===== config.mk =====
export PLATFORM = sky130hd
export DESIGN_NAME = wishbone_arbiter_2m_flat
export DESIGN_NICKNAME = d
export VERILOG_FILES = /design/src/rtl/wishbone_arbiter_2m_pkg.sv /design/src/rtl/wishbone_arbiter_2m_if.sv /design/src/rtl/wishbone_hold_timer.sv /design/src/rtl/wishbone_arbiter_2m.sv /design/src/flat_wrapper.sv
export SDC_FILE = /design/constraint.sdc
export NUM_CORES = 1
export LEC_CHECK = 0
export CAP_MARGIN = 20
export CORE_AREA = 3 3 127 129
export DETAILED_ROUTE_END_ITERATION = 12
export DIE_AREA = 0 0 130 132
export GPL_TIMING_DRIVEN = 0
export PLACE_DENSITY = 0.56
export SLEW_MARGIN = 20
export SYNTH_ARGS = -nofsm -noshare
export SYNTH_HDL_FRONTEND = slang
export SYNTH_SLANG_ARGS = --single-unit

===== constraint.sdc =====
create_clock -name clk -period 2 [get_ports clk]
set_input_delay 0.2 -clock clk [delete_from_list [all_inputs] [get_ports clk]]
set_output_delay 0.2 -clock clk [all_outputs]
set_load 0.02 [all_outputs]

===== src/rtl/wishbone_arbiter_2m_pkg.sv =====
// rtl/wishbone_arbiter_2m_pkg.sv - shared types and constants for the two-master Wishbone arbiter
package wishbone_arbiter_2m_pkg;

  typedef enum logic [1:0] {
    IDLE = 2'd0,
    OWN0 = 2'd1,
    OWN1 = 2'd2
  } arb_state_t;

  localparam logic [2:0] WB_CTI_CLASSIC = 3'b000;

  // Counter width able to hold the value limit itself (the saturation point).
  function automatic int hold_cnt_width(input int limit);
    return $clog2(limit + 1);
  endfunction

endpackage


===== src/rtl/wishbone_arbiter_2m_if.sv =====
// rtl/wishbone_arbiter_2m_if.sv - Wishbone B4 classic/registered-feedback bus bundle
interface wishbone_arbiter_2m_if #(
  parameter int ADDR_W = 32,
  parameter int DATA_W = 32
) ();

  logic [ADDR_W-1:0]   adr;
  logic [DATA_W-1:0]   dat_w;
  logic [DATA_W/8-1:0] sel;
  logic                we;
  logic                cyc;
  logic                stb;
  logic [2:0]          cti;
  logic [1:0]          bte;
  logic                ack;
  logic [DATA_W-1:0]   dat_r;

  modport master (
    output adr, dat_w, sel, we, cyc, stb, cti, bte,
    input  ack, dat_r
  );

  modport slave (
    input  adr, dat_w, sel, we, cyc, stb, cti, bte,
    output ack, dat_r
  );

endinterface


===== src/rtl/wishbone_hold_timer.sv =====
// rtl/wishbone_hold_timer.sv - saturating idle-ownership counter with preemption compare
module wishbone_hold_timer #(
  parameter int CNT_W = 7
) (
  input  logic             clk,
  input  logic             rst_n,
  input  logic             count_en_i,
  input  logic             clear_i,
  input  logic [CNT_W-1:0] limit_i,
  output logic             expire_o
);

  logic [CNT_W-1:0] cnt_q;
  logic [CNT_W-1:0] cnt_d;
  logic [CNT_W-1:0] limit_m1;

  assign limit_m1 = limit_i - CNT_W'(1);

  // Expiry is qualified by count_en so it lands on the idle cycle that would reach the limit.
  assign expire_o = count_en_i && (cnt_q == limit_m1);

  always_comb begin
    cnt_d = cnt_q;
    if (clear_i) begin
      cnt_d = '0;
    end else if (count_en_i && (cnt_q != limit_i)) begin
      cnt_d = cnt_q + CNT_W'(1);
    end
  end

  always_ff @(posedge clk or negedge rst_n) begin
    if (!rst_n) begin
      cnt_q <= '0;
    end else begin
      cnt_q <= cnt_d;
    end
  end

endmodule


===== src/rtl/wishbone_arbiter_2m.sv =====
// rtl/wishbone_arbiter_2m.sv - two-master round-robin Wishbone arbiter with hold-limit preemption
module wishbone_arbiter_2m
  import wishbone_arbiter_2m_pkg::*;
#(
  parameter int ADDR_W     = 32,
  parameter int DATA_W     = 32,
  parameter int HOLD_LIMIT = 64
) (
  input  logic                  clk,
  input  logic                  rst_n,
  wishbone_arbiter_2m_if.slave  m0,
  wishbone_arbiter_2m_if.slave  m1,
  wishbone_arbiter_2m_if.master s,
  output logic                  m0_gnt,
  output logic                  m1_gnt,
  output logic                  preempt_pulse
);

  localparam int CNT_W = hold_cnt_width(HOLD_LIMIT);

  arb_state_t state_q, state_d;
  logic       last_q, last_d;   // 1 when m1 was the most recent owner
  logic       blk0_q, blk0_d;
  logic       blk1_q, blk1_d;
  logic       el0, el1;
  logic       count_en;
  logic       expire;

  logic [ADDR_W-1:0]   adr_mux;
  logic [DATA_W-1:0]   dat_w_mux;
  logic [DATA_W/8-1:0] sel_mux;
  logic                we_mux;
  logic                cyc_mux;
  logic                stb_mux;
  logic [2:0]          cti_mux;
  logic [1:0]          bte_mux;

  assign el0 = m0.cyc & ~blk0_q;
  assign el1 = m1.cyc & ~blk1_q;

  assign count_en = ((state_q == OWN0) & m0.cyc & ~m0.stb & el1)
                  | ((state_q == OWN1) & m1.cyc & ~m1.stb & el0);

  wishbone_hold_timer #(
    .CNT_W (CNT_W)
  ) u_hold_timer (
    .clk        (clk),
    .rst_n      (rst_n),
    .count_en_i (count_en),
    .clear_i    (~count_en | expire),
    .limit_i    (CNT_W'(HOLD_LIMIT)),
    .expire_o   (expire)
  );

  assign preempt_pulse = expire;

  always_comb begin
    state_d = state_q;
    last_d  = last_q;
    // A block survives only while the preempted master keeps cyc asserted.
    blk0_d  = blk0_q & m0.cyc;
    blk1_d  = blk1_q & m1.cyc;
    case (state_q)
      IDLE: begin
        if (el0 && el1) begin
          state_d = last_q ? OWN0 : OWN1;
        end else if (el0) begin
          state_d = OWN0;
        end else if (el1) begin
          state_d = OWN1;
        end
      end
      OWN0: begin
        if (!m0.cyc) begin
          state_d = IDLE;
          last_d  = 1'b0;
        end else if (expire) begin
          state_d = IDLE;
          last_d  = 1'b0;
          blk0_d  = 1'b1;
        end
      end
      OWN1: begin
        if (!m1.cyc) begin
          state_d = IDLE;
          last_d  = 1'b1;
        end else if (expire) begin
          state_d = IDLE;
          last_d  = 1'b1;
          blk1_d  = 1'b1;
        end
      end
      default: state_d = IDLE;
    endcase
  end

  always_ff @(posedge clk or negedge rst_n) begin
    if (!rst_n) begin
      state_q <= IDLE;
      last_q  <= 1'b1;
      blk0_q  <= 1'b0;
      blk1_q  <= 1'b0;
    end else begin
      state_q <= state_d;
      last_q  <= last_d;
      blk0_q  <= blk0_d;
      blk1_q  <= blk1_d;
    end
  end

  // Idle bus parks address/data on m0 but never presents a live cycle.
  always_comb begin
    adr_mux   = m0.adr;
    dat_w_mux = m0.dat_w;
    sel_mux   = m0.sel;
    bte_mux   = m0.bte;
    cti_mux   = WB_CTI_CLASSIC;
    we_mux    = 1'b0;
    cyc_mux   = 1'b0;
    stb_mux   = 1'b0;
    case (state_q)
      OWN0: begin
        cti_mux = m0.cti;
        we_mux  = m0.we;
        cyc_mux = m0.cyc;
        stb_mux = m0.stb;
      end
      OWN1: begin
        adr_mux   = m1.adr;
        dat_w_mux = m1.dat_w;
        sel_mux   = m1.sel;
        bte_mux   = m1.bte;
        cti_mux   = m1.cti;
        we_mux    = m1.we;
        cyc_mux   = m1.cyc;
        stb_mux   = m1.stb;
      end
      default: ;
    endcase
  end

  assign s.adr   = adr_mux;
  assign s.dat_w = dat_w_mux;
  assign s.sel   = sel_mux;
  assign s.we    = we_mux;
  assign s.cyc   = cyc_mux;
  assign s.stb   = stb_mux;
  assign s.cti   = cti_mux;
  assign s.bte   = bte_mux;

  assign m0_gnt   = (state_q == OWN0);
  assign m1_gnt   = (state_q == OWN1);
  assign m0.ack   = s.ack & m0_gnt;
  assign m1.ack   = s.ack & m1_gnt;
  assign m0.dat_r = s.dat_r;
  assign m1.dat_r = s.dat_r;

endmodule


===== src/flat_wrapper.sv =====
// flat-port wrapper written by rule: the top's interface ports become plain ports
module wishbone_arbiter_2m_flat import wishbone_arbiter_2m_pkg::*;
#(
  parameter int ADDR_W     = 32,
  parameter int DATA_W     = 32,
  parameter int HOLD_LIMIT = 64
)
  (clk, rst_n, m0_gnt, m1_gnt, preempt_pulse, m0_adr, m0_dat_w, m0_sel, m0_we, m0_cyc, m0_stb, m0_cti, m0_bte, m0_ack, m0_dat_r, m1_adr, m1_dat_w, m1_sel, m1_we, m1_cyc, m1_stb, m1_cti, m1_bte, m1_ack, m1_dat_r, s_adr, s_dat_w, s_sel, s_we, s_cyc, s_stb, s_cti, s_bte, s_ack, s_dat_r);
  wishbone_arbiter_2m_if #(.ADDR_W(ADDR_W), .DATA_W(DATA_W)) m0_i ();
  wishbone_arbiter_2m_if #(.ADDR_W(ADDR_W), .DATA_W(DATA_W)) m1_i ();
  wishbone_arbiter_2m_if #(.ADDR_W(ADDR_W), .DATA_W(DATA_W)) s_i ();
  input  logic clk;
  input  logic rst_n;
  output logic m0_gnt;
  output logic m1_gnt;
  output logic preempt_pulse;
  input wire logic [$bits(m0_i.adr)-1:0] m0_adr;
  input wire logic [$bits(m0_i.dat_w)-1:0] m0_dat_w;
  input wire logic [$bits(m0_i.sel)-1:0] m0_sel;
  input wire logic [$bits(m0_i.we)-1:0] m0_we;
  input wire logic [$bits(m0_i.cyc)-1:0] m0_cyc;
  input wire logic [$bits(m0_i.stb)-1:0] m0_stb;
  input wire logic [$bits(m0_i.cti)-1:0] m0_cti;
  input wire logic [$bits(m0_i.bte)-1:0] m0_bte;
  output wire logic [$bits(m0_i.ack)-1:0] m0_ack;
  output wire logic [$bits(m0_i.dat_r)-1:0] m0_dat_r;
  input wire logic [$bits(m1_i.adr)-1:0] m1_adr;
  input wire logic [$bits(m1_i.dat_w)-1:0] m1_dat_w;
  input wire logic [$bits(m1_i.sel)-1:0] m1_sel;
  input wire logic [$bits(m1_i.we)-1:0] m1_we;
  input wire logic [$bits(m1_i.cyc)-1:0] m1_cyc;
  input wire logic [$bits(m1_i.stb)-1:0] m1_stb;
  input wire logic [$bits(m1_i.cti)-1:0] m1_cti;
  input wire logic [$bits(m1_i.bte)-1:0] m1_bte;
  output wire logic [$bits(m1_i.ack)-1:0] m1_ack;
  output wire logic [$bits(m1_i.dat_r)-1:0] m1_dat_r;
  output wire logic [$bits(s_i.adr)-1:0] s_adr;
  output wire logic [$bits(s_i.dat_w)-1:0] s_dat_w;
  output wire logic [$bits(s_i.sel)-1:0] s_sel;
  output wire logic [$bits(s_i.we)-1:0] s_we;
  output wire logic [$bits(s_i.cyc)-1:0] s_cyc;
  output wire logic [$bits(s_i.stb)-1:0] s_stb;
  output wire logic [$bits(s_i.cti)-1:0] s_cti;
  output wire logic [$bits(s_i.bte)-1:0] s_bte;
  input wire logic [$bits(s_i.ack)-1:0] s_ack;
  input wire logic [$bits(s_i.dat_r)-1:0] s_dat_r;
  assign m0_i.adr = m0_adr;
  assign m0_i.dat_w = m0_dat_w;
  assign m0_i.sel = m0_sel;
  assign m0_i.we = m0_we;
  assign m0_i.cyc = m0_cyc;
  assign m0_i.stb = m0_stb;
  assign m0_i.cti = m0_cti;
  assign m0_i.bte = m0_bte;
  assign m0_ack = m0_i.ack;
  assign m0_dat_r = m0_i.dat_r;
  assign m1_i.adr = m1_adr;
  assign m1_i.dat_w = m1_dat_w;
  assign m1_i.sel = m1_sel;
  assign m1_i.we = m1_we;
  assign m1_i.cyc = m1_cyc;
  assign m1_i.stb = m1_stb;
  assign m1_i.cti = m1_cti;
  assign m1_i.bte = m1_bte;
  assign m1_ack = m1_i.ack;
  assign m1_dat_r = m1_i.dat_r;
  assign s_adr = s_i.adr;
  assign s_dat_w = s_i.dat_w;
  assign s_sel = s_i.sel;
  assign s_we = s_i.we;
  assign s_cyc = s_i.cyc;
  assign s_stb = s_i.stb;
  assign s_cti = s_i.cti;
  assign s_bte = s_i.bte;
  assign s_i.ack = s_ack;
  assign s_i.dat_r = s_dat_r;
  wishbone_arbiter_2m #(.ADDR_W(ADDR_W), .DATA_W(DATA_W), .HOLD_LIMIT(HOLD_LIMIT)) u_core (.clk(clk), .rst_n(rst_n), .m0(m0_i), .m1(m1_i), .s(s_i), .m0_gnt(m0_gnt), .m1_gnt(m1_gnt), .preempt_pulse(preempt_pulse));
endmodule

Word-level counts from Yosys, hierarchy flattened
Cells that the tools add are included.

cells by class
  equality and inequality tests = 7
  add/sub/neg operators = 1
  reductions and logical operators = 7
  muxes and demuxes = 29
  bitwise operators = 19

operators with widths
  operator               number
  $mux W32               2
  $mux W2                8
  $mux W7                2
  $and A1 B1 Y1          12
  $mux W1                10
  $pmux W1 S2            4
  $add A7 B1 Y7 const B  1
  $eq A7 B6 Y1 const B   1
  $ne A7 B7 Y1 const B   1
  $ne A3 B3 Y1 const B   2
  $pmux W2 S3            1
  $pmux W3 S2            1
  $not A1 Y1             5
  $mux W4                1
  $ne A4 B1 Y1 const B   1
  $reduce_bool A2 Y1     2
  $logic_and A1 B1 Y1    3
  $reduce_and A3 Y1      1
  $eq A2 B1 Y1 const B   1
  $eq A2 B2 Y1 const B   1
  $logic_not A2 Y1       1
  $or A1 B1 Y1           2

storage, ports and cells
  word-level logic and storage cells = 68
  bits in registers = 12

Longest topological paths before layout
  word-level depth = 9
  gate-level depth with buffers = 8

By module
A second synthesis with hierarchy kept.

unflattened totals
  cells, all modules = 269
  area total of the unflattened synthesis = 2683.8 um2

by module, submodules not included
  module               cells each  sequential area each (um2)  instances  area an instance (um2)
  wishbone_arbiter_2m  198         126.4                       1          2059.5
  wishbone_hold_timer  71          175.2                       1          624.3

Least setup slack after synthesis
OpenSTA, ideal clock, no wires.

  kind = flip-flop to output port
  start point = register u_core.state_q[0]
  end point = output s_dat_w[26]
  buffers on the path = 3
  data arrival time = 1717 ps
  required time = 1800 ps
  stages on the path, launching flop included = 7
  slack = 83 ps
  cell sequence = dfrtp_1 > inv_1 > ha_1 > buf_6 > buf_2 > buf_2 > mux2_2

on the way
  longest elaborated chain between the ends = 2

RTL lines
  item                    line                        RTL
  start, declared         wishbone_arbiter_2m.sv:21   arb_state_t state_q, state_d;
  start signal, assigned  wishbone_arbiter_2m.sv:104  state_q <= state_d;
  $eq A2 B2 Y1            -
  via m1_gnt              flat_wrapper.sv:15          output logic m1_gnt;
  $mux W32                wishbone_arbiter_2m.sv:121  case (state_q)
  end, declared           flat_wrapper.sv:38          output wire logic [$bits(s_i.dat_w)-1:0] s_dat_w;

The timed path passes the listed nets, and every way through them passes these cells.

Worst setup path after layout
  start point = register u_core.state_q[0]
  end point = output s_adr[25]

on the way
  longest elaborated chain between the ends = 2

RTL lines
  item           line                        RTL
  $eq A2 B2 Y1   wishbone_arbiter_2m.sv:121
  $mux W32       wishbone_arbiter_2m.sv:121
  end, declared  flat_wrapper.sv:37          output wire logic [$bits(s_i.adr)-1:0] s_adr;

Every way passes these cells.

==> results summary <==
No sink is reached through more buffers than the 2 on the longest clock path. The fraction of layout cells with a size suffix above 1 is 45.9%. The tree is rooted in a sky130_fd_sc_hd__clkbuf_16. The worst-case vdd ir drop came out at 0.000354 V.

The die area came out at 17200 um2. The worst-path maximum fanout is 10. The total number of yosys warnings is 0. The required arrival time at the worst endpoint is 1800 ps. Synthesis produced a netlist with a net count of 426.

The analysis attributes to cell leakage a power of 0.00230 uW. The count of final max-slew check failures came out at 0. From left edge to right edge, the die measures 130 um. Yosys attributes the largest share of cell area to sky130_fd_sc_hd__mux2_2 37%, sky130_fd_sc_hd__buf_4 22%, sky130_fd_sc_hd__dfrtp_1 13%. The commonest cells after synthesis are 70 x sky130_fd_sc_hd__mux2_2, 64 x sky130_fd_sc_hd__buf_4, 11 x sky130_fd_sc_hd__dfrtp_1. The clock sink total is 12. The upper clock frequency limit came out at 0.515 GHz. The number of endpoints with negative hold slack in the final report is 0.

The clock insertion delay at the later pin of the skew report is 240 ps. In the final layout, the multi-input gates occupy 1350 um2. The number of primary I/O pins came out at 332. Synthesis handed over a netlist of 233 instances.

Of the post-synthesis cell area, the dominant cell type holds 36.5%. For this run, the leading register cell type out of synthesis is sky130_fd_sc_hd__dfrtp_1. The min-delay analysis places its worst path in the category primary input to async pin. The count of cell types in the netlist is 38. Port buffering added 299 buffers. Counting flops with an async set or reset pin after synthesis yields a share of 100%. The DRC marker count from the first detailed-route iteration is 55. The area occupied by registers is 303 um2. The total global routing overflow is 0.

The count of flip-flops with a built-in enable after synthesis came out at 0. The type of the setup path with the least slack is flop to output port. The DRC violation count after routing came out at 0. After synthesis, flip-flops and latches occupy 14.0% of the total area. On the critical path, the stage with the largest delay is an instance of sky130_fd_sc_hd__dfrtp_1.

The share of the cycle needed by the critical path after routing came out at 97.0%. Yosys instantiated no cell more often than sky130_fd_sc_hd__mux2_2. The final routed wire length divided by cell count is 18.6 um. The first-pass GRT wire length came out at 18400 um. The die is 132 um tall. The global-route total usage across every layer came out at 14.2%.

The synthesized design contains 12 register bits. Entering global routing, the biggest net connects 13 pins. Walking the worst path, the cells encountered are inv_2 > ha_4 > buf_12 > buf_6 > mux2_2 > buf_2. The synthesized netlist occupies a cell area of 2160 um2. The H-tree depth is 1. STA puts the critical path data arrival time at 1740 ps. TritonCTS created 3 clock buffers.

The worst setup path is captured at an output port. The run finished with clean final reports. The delay of the slowest cell on the worst path came out at 390 ps. The aggregate negative setup slack is 0 ps. The power density of the placed cells is 872 nW/um2.

The wire length reported by the detailed router came out at 13700 um. The clock skew after layout is 3.49 ps. Row generation in the floorplan step produced 45 rows. The minimum period implied by the final worst setup slack is 1940 ps. After floorplanning, the core was sized to cover 15100 um2.

After synthesis, the mean cell area works out to 9.27 um2. The area growth from synthesis to layout is 150%. The max-cap check violation count came out at 0. The cell accounting for the most synthesized area is sky130_fd_sc_hd__mux2_2. The worst hold slack across all endpoints came out at 329 ps.

The transition time at the pin with the least slew margin came out at 569 ps. The clock transition at the registers of the reported paths is 50 ps. The final net count came out at 741. Once the floorplan was initialized, standard cells occupied 14.3% of the core. The routed layout has 2829 vias. The number of endpoints failing setup at the final stage came out at 0. The global placement routability congestion is 0.979. The post-DP HPWL is 11800 um. The ratio of routed vias to standard cells is 3.84. The filler cell count in the final layout came out at 1529. The detail route stage leaves a number of antenna-violating nets equal to 0. The initial antenna violation count came out at 0.

The relative slew slack came out at 61.9%. TritonCTS built the clock tree. The first-pass iteration count of the detailed router came out at 4. The via count of the first global-routing pass came out at 2769.

The worst setup path is launched from a flop.
## timing repair
action	4_1_cts	5_1_grt
gates cloned	1	1
pin swaps	1	0
resized for setup	309	68
setup endpoints to repair	79	53
setup buffers	5	4
hold buffers	0	0
## layer usage
metal | track usage [%] | share of wire, %
met5 | 0 | 0
met4 | 1.96 | 1.2
met3 | 5.39 | 11
met2 | 23.3 | 47
met1 | 18.2 | 41
## registers in the layout, indices dropped and copies added, names as in the netlist
signal	cells
u_core.blk0_q	1
u_core.u_hold_timer.cnt_q	7
u_core.blk1_q	1
u_core.state_q	2
u_core.last_q	1
## worst paths after layout
kind	start	end	slack, ps	cells past startpoint
max	u_core.state_q[0]$_DFFE_PN0P_	s_adr[25]	60	6
min	rst_n	u_core.blk1_q$_DFF_PN0_	330	1
max reg2reg	u_core.state_q[1]$_DFFE_PN0P_	u_core.last_q$_DFFE_PN1P_	210	7
min reg2reg	u_core.last_q$_DFFE_PN1P_	u_core.last_q$_DFFE_PN1P_	550	2
max in group asynchronous	rst_n	u_core.state_q[1]$_DFFE_PN0P_	1270	1
min in group clk	u_core.last_q$_DFFE_PN1P_	u_core.last_q$_DFFE_PN1P_	550	2
## metrics by stage
step                setup slack, ps  cell area [um2]  utilization (%)  power, uW  std cells
finish                         60.0             5400             35.7       4710        736
global route                  -1.48             5400             35.6       4970        735
CTS                           -9.22             5480             36.2       4660        730
detailed placement             -615             5390             35.6       4250        720
global placement               -594             5390             35.6       4240        720
floorplan                      83.1             2160                -       2400        233
## critical path, delay by kind of cell, from the launching register on
family	cells	cell delay, ps
buffers and inverters	4	540
DFF	1	390
muxes	1	390
adders and majority gates	1	170
## placed cells by master, fill, tap and decap left out, types with 2 or more instances in the layout
| master | n |
|---|---|
| sky130_fd_sc_hd__clkbuf_16 | 4 |
| sky130_fd_sc_hd__a22oi_2 | 3 |
| sky130_fd_sc_hd__and2_1 | 2 |
| sky130_fd_sc_hd__mux2_2 | 66 |
| sky130_fd_sc_hd__a22o_1 | 2 |
| sky130_fd_sc_hd__a22oi_1 | 3 |
| sky130_fd_sc_hd__nand2_1 | 3 |
| sky130_fd_sc_hd__clkdlybuf4s50_1 | 220 |
| sky130_fd_sc_hd__buf_6 | 11 |
| sky130_fd_sc_hd__clkdlybuf4s15_2 | 2 |
| sky130_fd_sc_hd__a21oi_1 | 3 |
| sky130_fd_sc_hd__nor2b_1 | 9 |
| sky130_fd_sc_hd__nor3b_2 | 2 |
| sky130_fd_sc_hd__xor2_1 | 2 |
| sky130_fd_sc_hd__mux2_4 | 4 |
| sky130_fd_sc_hd__ha_1 | 4 |
| sky130_fd_sc_hd__buf_4 | 73 |
| sky130_fd_sc_hd__or2_1 | 2 |
| sky130_fd_sc_hd__buf_12 | 3 |
| sky130_fd_sc_hd__buf_8 | 4 |
| sky130_fd_sc_hd__xnor2_1 | 2 |
| sky130_fd_sc_hd__inv_1 | 4 |
| sky130_fd_sc_hd__nand2b_1 | 3 |
| sky130_fd_sc_hd__dfrtp_1 | 10 |
| sky130_fd_sc_hd__buf_2 | 67 |
| sky130_fd_sc_hd__nand3_1 | 4 |
| sky130_fd_sc_hd__nor3_1 | 2 |
| sky130_fd_sc_hd__nor2_1 | 9 |
## area by class of cell
cell class,instances,share of cell area (%)
Timing Repair Buffer,310,51.4
Multi-Input combinational cell,141,25.0
Buffer,75,11.8
Sequential cell,12,5.61
Tap cell,188,4.35
Clock buffer,4,1.46
Inverter,5,0.347
Antenna cell,1,0.0463
## report_power, final
part	internal, uW	switching [uW]
logic	2050	1980
clock network	268	104
registers	281	33.1
total	2600	2110
## kinds of logic (layout without fill, tap and decap cells)
kind of cell	after synthesis	count (layout)	synth area share [%]
flops	12	12	14.0
simple gates	42	42	11.6
mux	71	71	37.0
xor+xnor	4	4	1.62
fa+ha+maj	6	6	3.48
other cells	0	1	0
compound gates	18	18	6.43
buf+inv	80	394	25.9
(Power assumes the default switching activity.)
